## config.mk

```make
export PLATFORM = sky130hd
export DESIGN_NAME = pipe_hazard_ctrl
export DESIGN_NICKNAME = d
export VERILOG_FILES = /design/src/rtl/pipe_hazard_ctrl.sv
export SDC_FILE = /design/constraint.sdc
export NUM_CORES = 1
export LEC_CHECK = 0
export CAP_MARGIN = 20
export CORE_UTILIZATION = 51
export DETAILED_ROUTE_END_ITERATION = 8
export PLACE_DENSITY = 0.85
export SLEW_MARGIN = 20
export SYNTH_ARGS = -nofsm -noshare
export SYNTH_HDL_FRONTEND = slang
export SYNTH_SLANG_ARGS = --single-unit
```

## constraint.sdc

```tcl
create_clock -name clock -period 4.4 [get_ports clock]
set_input_delay 0.88 -clock clock [delete_from_list [all_inputs] [get_ports clock]]
set_output_delay 0.88 -clock clock [all_outputs]
set_load 0.01 [all_outputs]
```

## src/rtl/pipe_hazard_ctrl.sv

```systemverilog
// Pipeline sequencer for the 5-stage PMIPSL datapath: PC mux select, pipeline hold/flush strobes, debug halt/step.
// Zero-cycle latency (outputs combinational from state and inputs); stalls issue on load-use, squashes on redirect.
module pipe_hazard_ctrl #(
   parameter int INIT_CYCLES  = 4,
   parameter int CNT_W        = 16,
   parameter bit R0_HARDWIRED = 1'b1
) (
   input  logic             clock,
   input  logic             reset,
   input  logic [2:0]       id_rs1,
   input  logic [2:0]       id_rs2,
   input  logic             id_uses_rs2,
   input  logic             ex_memread,
   input  logic             ex_regwrite,
   input  logic [2:0]       ex_waddr,
   input  logic             mem_taken,
   input  logic             mem_jump,
   input  logic             halt_req,
   input  logic             step,
   output logic [1:0]       pc_control,
   output logic             ifid_hold,
   output logic             ifid_flush,
   output logic             idex_flush,
   output logic             exmem_flush,
   output logic             halted,
   output logic [CNT_W-1:0] stall_count,
   output logic [CNT_W-1:0] flush_count
);

   localparam int IW = (INIT_CYCLES > 1) ? $clog2(INIT_CYCLES) : 1;
   localparam logic [IW-1:0] INIT_LAST = IW'(INIT_CYCLES - 1);

   localparam logic [1:0] PC_HOLD  = 2'd0;
   localparam logic [1:0] PC_INC   = 2'd1;
   localparam logic [1:0] PC_REDIR = 2'd2;

   typedef enum logic [1:0] {
      ST_INIT,
      ST_RUN,
      ST_HALT,
      ST_STEP
   } state_t;

   state_t           state_q, state_d;
   logic [IW-1:0]    init_q, init_d;
   logic [CNT_W-1:0] stall_q, flush_q;
   logic             luse, luse_raw, redir;
   logic             stall_inc, flush_inc;

   // Load-use: the load in EX writes a register the ID instruction reads.
   always_comb begin
      luse_raw = ex_memread & ex_regwrite &
                 ((ex_waddr == id_rs1) | (id_uses_rs2 & (ex_waddr == id_rs2)));
      luse     = luse_raw & ~(R0_HARDWIRED & (ex_waddr == 3'd0));
      redir    = mem_taken | mem_jump;
   end

   always_ff @(posedge clock) begin
      if (reset) begin
         state_q <= ST_INIT;
         init_q  <= '0;
         stall_q <= '0;
         flush_q <= '0;
      end else begin
         state_q <= state_d;
         init_q  <= init_d;
         if (stall_inc && !(&stall_q)) stall_q <= stall_q + CNT_W'(1);
         if (flush_inc && !(&flush_q)) flush_q <= flush_q + CNT_W'(1);
      end
   end

   always_comb begin
      state_d     = state_q;
      init_d      = init_q;
      pc_control  = PC_INC;
      ifid_hold   = 1'b0;
      ifid_flush  = 1'b0;
      idex_flush  = 1'b0;
      exmem_flush = 1'b0;
      halted      = 1'b0;
      stall_inc   = 1'b0;
      flush_inc   = 1'b0;

      if (reset) begin
         pc_control  = PC_HOLD;
         ifid_flush  = 1'b1;
         idex_flush  = 1'b1;
         exmem_flush = 1'b1;
      end else begin
         unique case (state_q)
            ST_INIT: begin
               pc_control  = PC_HOLD;
               ifid_flush  = 1'b1;
               idex_flush  = 1'b1;
               exmem_flush = 1'b1;
               init_d      = init_q + IW'(1);
               if (init_q == INIT_LAST) state_d = ST_RUN;
            end

            ST_RUN, ST_STEP: begin
               if (redir) begin
                  pc_control  = PC_REDIR;
                  ifid_flush  = 1'b1;
                  idex_flush  = 1'b1;
                  exmem_flush = 1'b1;
                  flush_inc   = 1'b1;
                  // A pending halt is re-evaluated next cycle; a step is consumed.
                  if (state_q == ST_STEP) state_d = ST_HALT;
               end else if (luse) begin
                  pc_control = PC_HOLD;
                  ifid_hold  = 1'b1;
                  idex_flush = 1'b1;
                  stall_inc  = 1'b1;
               end else if (state_q == ST_STEP) begin
                  state_d = ST_HALT;
               end else if (halt_req) begin
                  state_d = ST_HALT;
               end
            end

            ST_HALT: begin
               halted = 1'b1;
               if (redir) begin
                  pc_control  = PC_REDIR;
                  ifid_flush  = 1'b1;
                  idex_flush  = 1'b1;
                  exmem_flush = 1'b1;
                  flush_inc   = 1'b1;
               end else begin
                  pc_control = PC_HOLD;
                  ifid_hold  = 1'b1;
                  idex_flush = 1'b1;
                  if (!halt_req) state_d = ST_RUN;
                  else if (step) state_d = ST_STEP;
               end
            end

            default: state_d = ST_INIT;
         endcase
      end
   end

   assign stall_count = stall_q;
   assign flush_count = flush_q;

endmodule

```

* Yosys cells after proc, flatten, opt, wreduce, memory -nomap -nowiden *
Index checks and enable logic that the tools add are counted.

storage, ports and cells
  input port bits = 18
  flip-flop bits (word level) = 36
  logic and storage cells = 70
  output and inout bits = 39

cells by class
  reduce and logical (&&, ||, !) cells = 12
  $add $sub $neg = 3
  eq/ne operators = 12
  bitwise operators = 7
  muxes and demuxes = 32

operators by type and width
  kind                                                                   count
  16-bit by 1-bit adder with 16-bit output, second input constant        2
  16-bit AND reduction                                                   2
  2-bit 2-to-1 mux                                                       12
  1-bit 2-to-1 mux                                                       15
  3-bit inequality test, second input constant                           4
  2-bit one-hot mux with 3 select lines                                  2
  2-bit equality test, second input constant                             3
  3-bit equality test                                                    2
  1-bit one-hot mux with 2 select lines                                  3
  6-bit AND reduction                                                    1
  1-bit bitwise AND                                                      4
  2-bit inequality test, second input constant                           2
  2-bit OR reduction                                                     2
  3-bit zero test                                                        1
  3-bit OR reduction                                                     1
  2-bit by 1-bit adder with 2-bit output, second input constant          1
  2-bit by 1-bit equality test with 1-bit output, second input constant  1
  1-bit logical AND                                                      2
  1-bit zero test                                                        2
  2-bit zero test                                                        1
  1-bit OR                                                               2
  1-bit NOT                                                              1

* Depth between registers and ports, before layout *
Gate-level depths: netlist of run 1.

  depth in word-level cells = 10
  mapped depth = 7
  mapped depth without buffers = 6

* Worst setup path after synthesis of run 1 *
Ideal clock, no wire load.

  kind = input to output
  start point = input port id_rs2[0]
  end point = output port pc_control[0]
  slack = 1.515 ns
  arrival = 2.005 ns
  path buffers = 2
  stages = 7
  data required time = 3.520 ns
  cells stage by stage = xnor2_1 -> and4_1 -> o21ai_2 -> buf_4 -> buf_2 -> nand2_1 -> inv_1

between the ends
  word-level cells in the longest chain between the ends = 9

RTL lines
  item                                   RTL line  RTL
  start, declared                        11        input logic [2:0] id_rs2,
  3-bit equality test                    53        ((ex_waddr == id_rs1) | (id_uses_rs2 & (ex_waddr == id_rs2)));
  1-bit bitwise AND                      53
  1-bit OR                               53
  1-bit bitwise AND                      52        luse_raw = ex_memread & ex_regwrite &
  1-bit bitwise AND                      54        luse = luse_raw & ~(R0_HARDWIRED & (ex_waddr == 3'd0));
  1-bit 2-to-1 mux                       109       end else if (luse) begin
  2-bit 2-to-1 mux                       101       if (redir) begin
  2-bit one-hot mux with 3 select lines  90        unique case (state_q)
  2-bit 2-to-1 mux                       84        if (reset) begin
  end, declared                          20        output logic [1:0] pc_control,

No other way between the ends.

* Worst setup path after layout of run 1 *
  start point = input port reset
  end point = output port pc_control[1]

between the ends
  word-level cells in the longest chain between the ends = 1

RTL lines
  item              RTL line  RTL
  start, declared   9         input logic reset,
  2-bit 2-to-1 mux  84

No other way between the ends.

==> results of run 1 <==
-- final cells by class --
type                    instances  area share (%)
flip-flops and latches         36            26.9
repair buffers                 58            21.5
multi-input cells             190            45.1
well taps                      48            2.25
inverters                       4           0.561
clock buffers                   7            3.60
-- worst max-delay path, cell delays in order --
cell and delay (ps):
clkdlybuf4s50_1 640, o21bai_1 340, or2_2 380, inv_1 90
clkdlybuf4s50_1 530
-- layout by cell type, fill, tap and decap left out, types with 2 or more instances in the layout --
cell type	instances
nor3b_1	2
and3_1	3
nor3_1	9
ha_1	3
dfxtp_1	36
xor2_1	6
nand2_1	16
nand4_1	12
nor2_1	27
or3_1	4
nor4b_2	2
nor4_1	6
clkbuf_8	7
nor2b_1	2
xnor2_1	13
or2_2	2
buf_4	2
nand3_1	11
o31ai_1	8
mux2_2	4
inv_1	4
and4_1	4
o211ai_1	2
or4_1	10
mux2i_1	2
a21oi_1	18
o21ai_0	7
clkdlybuf4s50_1	56
and2b_1	2
-- registers in the layout (all words and copies together), names as in the netlist --
name         cells
flush_count     16
stall_count     16
init_q           2
state_q          2
-- power breakdown --
group	switching (mW)	total (mW)	internal, mW
Combinational	0.0339	0.0679	0.0340
Sequential	0.00705	0.339	0.332
Clock	0.117	0.256	0.139
-- per-layer routing --
layer / share of wire [%] / up-vias / wire, um
met4: 0.98 / 0 / 48
met3: 4.1 / 4 / 202
li1: - / 1001 / -
met5: 0 / - / 0
met2: 52 / 52 / 2510
met1: 43 / 970 / 2120
-- cells by family (layout without fill, tap and decap cells) --
kind of cell	count (synthesis)	in the layout	synth area share (%)
AO/OA/AOI/OAI	45	45	14.2
XOR/XNOR	19	19	8.33
adder cells (fa/ha/maj)	3	3	1.88
buffers and inverters	15	69	3.45
flip-flops	36	36	36.1
multiplexers	6	6	3.26
AND/OR/NAND/NOR	117	117	32.8
-- metrics by stage --
step                      instance area (sq um)  hold slack (ps)  worst slack [ps]  utilization [%]  std cells
after floorplan                            2000              457              1520                -        241
after global placement                     2580              470               707             69.4        336
after detailed placement                   2580              476               660             69.4        336
after CTS                                  2680              510               656             72.0        343
after global routing                       2680              530               539             72.0        343
final                                      2680              511               663             72.0        343
-- worst paths after layout --
path                  start              end  slack, ps  cells past startpoint
max                   reset    pc_control[1]        660                      5
max reg2reg  flush_count[0]  flush_count[15]       2250                      6
min reg2reg  stall_count[7]   stall_count[7]        510                      2
min          stall_count[7]   stall_count[7]        510                      2
==> metrics.md, run 1 <==
| Metric | Value |
|---|---|
| Top cell type's share of synthesized area | between 30% and 40% |
| Synth top area cells | dfxtp_1, xnor2_1, nor2_1 |
| Arrival time worst endpoint | between 2000 and 3000 ps |
| Clock Pin Slew Worst Setup and Hold Paths | ~70 ps |
| Post-synth net total | 262 |
| Clk sinks | 36 |
| Vias | slightly above 2000 |
| Total wire length | 4880 um |
| First-pass GRT wire length | between 8000 and 9000 um |
| Sequential area share after synthesis | a little over a third |
| Core Footprint | ~3700 sq um |
| CP max FO | 12 |
| Crit end category | primary output |
| Total CTS buffers | 5 |
| CTS max path bufs | 2 |
| Multi-input logic area | about 1200 sq um |
| Die extent in y | 64.6 um |
| Post-synth EDFFs | 0 |
| DRC Markers | 0 |
| GRT Residual Overflow | 0 |
| Grt met3 use | 3.87% |
| Worst-Margin Slew | 934 ps |
| Area growth syn-to-layout | 34.0% |
| Final hold violations | 0 |
| # fillers | a little over 300 |
| GR Util met1 | a little under 30% |
| Clock Latency Late Sink | 290 ps |
| DR WL/cell | roughly 14 um |
| Final min period | 3740 ps |
| Leak | about 0.86 nW |
| Vias in the first global route | around 1900 |
| Min-delay worst type | reg -> reg |
| GP Congestion | ~0.85 |
| Clock root buffer | clkbuf_8 |
| DRT iter0 DRCs | roughly 190 |
| Setup_tns | 0 ps |
| Total GRT Usage | about a quarter |
| Detailed Place HPWL | about 3500 um |
| Crit path required time | roughly 3500 ps |
| Synthesized cell area | between 1500 and 2000 sq um |
| Syn Inst Count | approximately 240 |
| N_diodes | 0 |
| Total number of H-tree levels | 2 |
| Layout cells sized above 1 | 7.12% |
| Largest net degree at the start of global routing | 33 |
| Avg Inst Size Synth | 8.29 sq um |
| Final Slew Violations | 0 |
| Post-CTS setup buffers | 0 |
| Port buffer count | 56 |
| Leading area contributor after synthesis | dfxtp_1 |
| Critical path type | in -> out |
| Met2 Use GR | 45.8% |
| Async SR Flop Fraction | 0% |
| Synth Flop Type | dfxtp_1 |
| Number of synthesized register bits | 36 |
| VDD IR-drop max | approximately 0.18 mV |
| Setup Skew | just over 7 ps |
| Via density | just under 6 |
| Routed Antenna Nets | 0 |
| Max-cap viol count | 0 |
| # rows | 22 |
| Synth warn | 0 |
| RSZ-0062 raised after global routing | false |
| Hold_buf cts | 0 |
| Commonest cells post-synth | dfxtp_1, nor2_1, a21oi_1 |
| Fin crit share | between 80% and 90% |
| # IOs | 57 |
| Pwr Density | ~250 nW/um^2 |
| Initial antenna violation count | 0 |
| Count leader, synth | dfxtp_1 |
| Tot Pwr | ~0.66 mW |
| Initial Util | about 54% |
| Run status | finished, final reports clean |
| Register area | 721 sq um |
| TritonCTS clock tree | done |
| Post-CTS resize count | 0 |
| Final net count | between 300 and 400 |
| Synth unique cells | 44 |
| Slew headroom | a little under two fifths |
| Final setup fails | 0 |
| Global routing's busiest layer | met2 |
| Die Wd | ~65 um |
| DR pass1 iterations | 4 |
| Die ar. | ~4200 sq um |
| F_max | 268 MHz |
| CP Launch Type | input port |
No activity file was read; power rests on OpenSTA's default activity.
==> run 2: changes to the inputs <==
Settings changed: CORE_UTILIZATION 51 to 47, PLACE_DENSITY 0.85 to 0.79.
Clock period 4.4 ns to 3.45 ns, I/O delays scaled along.
==> metrics.md, run 2 (synthesis gave the netlist of run 1 again) <==
| Metric | Value |
|---|---|
| Leak | 0.881 nW (+2.3%) |
| Setup_tns | 0 ps (unchanged) |
| # IOs | 57 (unchanged) |
| F_max | 300 MHz |
| Final hold violations | 0 (unchanged) |
| Die ar. | 4510 sq um (+8.2%) |
| Initial Util | 49.6% (-4.2 points) |
| DR pass1 iterations | 4 (unchanged) |
| CP Launch Type | input port |
| Crit end category | primary output |
| Arrival time worst endpoint | 2640 ps (-220 ps) |
| Vias in the first global route | 1798 (-5.5%) |
| CP max stage cell | clkdlybuf4s50_1 |
| Hold_buf cts | 0 (unchanged) |
| Clock root buffer | clkbuf_8 |
| Clk sinks | 36 (unchanged) |
| Die extent in y | 67.2 um (+4.0%) |
| CTS max path bufs | 2 (unchanged) |
| Register area | 721 sq um (unchanged) |
| # rows | 23 (+4.5%) |
| Final Slew Violations | 0 (unchanged) |
| Placement Setup Slack | 105 ps (-555 ps) |
| Crit. Startpoint | ex_waddr[0] |
| Final setup fails | 0 (unchanged) |
| GRT Residual Overflow | 0 (unchanged) |
| Layout cells sized above 1 | 8.36% (+1.2 points) |
| Total number of H-tree levels | 2 (unchanged) |
| Vias | 2004 (-1.1%) |
| Slew headroom | 40.1% (+2.9 points) |
| Min-delay worst type | reg -> reg |
| Fin crit share | ~97% |
| Finished Core Util | 67.2% (-4.8 points) |
| Max incr delay on CP | 590 ps (-50 ps) |
| WP buf/inv | 2 (-1) |
| Critical path type | in -> out |
| Worst path cell trace | clkdlybuf4s50_1 -> xnor2_1 -> and4_1 -> o21a_1 -> mux2i_1 -> nor4_1 -> clkdlybuf4s50_1 |
| Setup Skew | 8.66 ps (+1.45 ps) |
| Total CTS buffers | 5 (unchanged) |
| Clock Latency Late Sink | 290 ps (about the same) |
| Initial antenna violation count | 0 (unchanged) |
| Core Footprint | 4030 sq um (+8.4%) |
| Detailed Place HPWL | 3420 um (-3.0%) |
| Area growth syn-to-layout | 35.6% |
| PnR worst setup slack | 120 ps (-544 ps) |
| Port buffer count | 56 (unchanged) |
| Routed Antenna Nets | 0 (unchanged) |
| Total wire length | 4790 um (-1.8%) |
| Clock Pin Slew Worst Setup and Hold Paths | 60 ps (about the same) |
| Final min period | approximately 3300 ps |
| Multi-input logic area | 1210 sq um (unchanged) |
| Crit path required time | 2760 ps (-760 ps) |
| DR WL/cell | 13.7 um (-3.5%) |
| Max-cap viol count | 0 (unchanged) |
| TritonCTS clock tree | done |
| Pwr Density | 310 nW/um^2 (+25%) |
| # fillers | 358 (+15%) |
| DRT iter0 DRCs | 103 (-47%) |
| Crit-path most repeated cell | clkdlybuf4s50_1 |
| First-pass GRT wire length | 7710 um (-7.2%) |
| Final net count | 320 (+1.3%) |
| Via density | 5.74 (-2.8%) |
| Worst-Margin Slew | 891 ps (-42.7 ps) |
| Post-CTS resize count | 0 (unchanged) |
| Cell family with most CP delay | buffers and inverters |
| RSZ-0062 raised after global routing | false |
| Most common cell after layout, fill and taps aside | clkdlybuf4s50_1 |
| GP Congestion | 0.814 (-4.2%) |
| DRC Markers | 0 (unchanged) |
| FF-to-FF Start | stall_count[0] |
| Most frequent cells in the layout | clkdlybuf4s50_1, dfxtp_1, nor2_1 |
| VDD IR-drop max | 0.269 mV (+52%) |
| Run status | finished, final reports clean |
| Die Wd | 67.2 um (+4.0%) |
| Largest net degree at the start of global routing | 27 (-18%) |
| CP max FO | 3 (-9) |
| Total GRT Usage | 22.3% (-2.7 points) |
| Hold Startpoint | init_q[1] |
| N_diodes | 0 (unchanged) |
-- run 2: final timing paths --
check	to	slack (ps)	cells after the start
worst min-delay path	init_q[1]	490	2
worst max register to register	stall_count[1]	1350	6
worst min register to register	init_q[1]	490	2
worst max-delay path	ifid_hold	120	7
-- run 2: layer usage --
layer / track usage [%] / wire length [um]
met2: 40.4 / 2420
met1: 25.5 / 2150
met5: 0 / 0
met3: 5.57 / 179
met4: 6.65 / 51
-- run 2: area by class of cell --
type | instances | share of cell area, %
clock buffer | 7 | 3.56
inverter | 4 | 0.555
multi-input combinational | 190 | 44.6
sequential | 36 | 26.6
tap | 50 | 2.31
timing repair buffer | 62 | 22.4
-- run 2: worst min-delay path, delay by kind of cell (launching register included) --
family / cells / cell delay, ps
AO/OA/AOI/OAI: 2 / 130
flip-flops: 1 / 310
-- run 2: power by group --
group	leakage [nW]	switching [mW]	total [mW]	internal, mW
sequential	0.290	0.00870	0.433	0.424
combinational	0.541	0.0423	0.0887	0.0464
clock	0.0503	0.141	0.319	0.178
-- run 2: stage by stage --
| stage | hold slack [ps] | cell area [sq um] | power [mW] | std cells |
|---|---|---|---|---|
| finish | 490 | 2710 | 0.840 | 349 |
| global route | 529 | 2710 | 0.877 | 349 |
| CTS | 500 | 2700 | 0.848 | 348 |
| detailed placement | 489 | 2600 | 0.529 | 341 |
| global placement | 472 | 2600 | 0.527 | 341 |
| floorplan | 457 | 2000 | 0.489 | 241 |
-- run 2: timing repair --
item | in CTS | in global routing
endpoints found under the setup margin | 0 | 1
hold endpoints to repair | 0 | 0
buffers inserted | 0 | 1
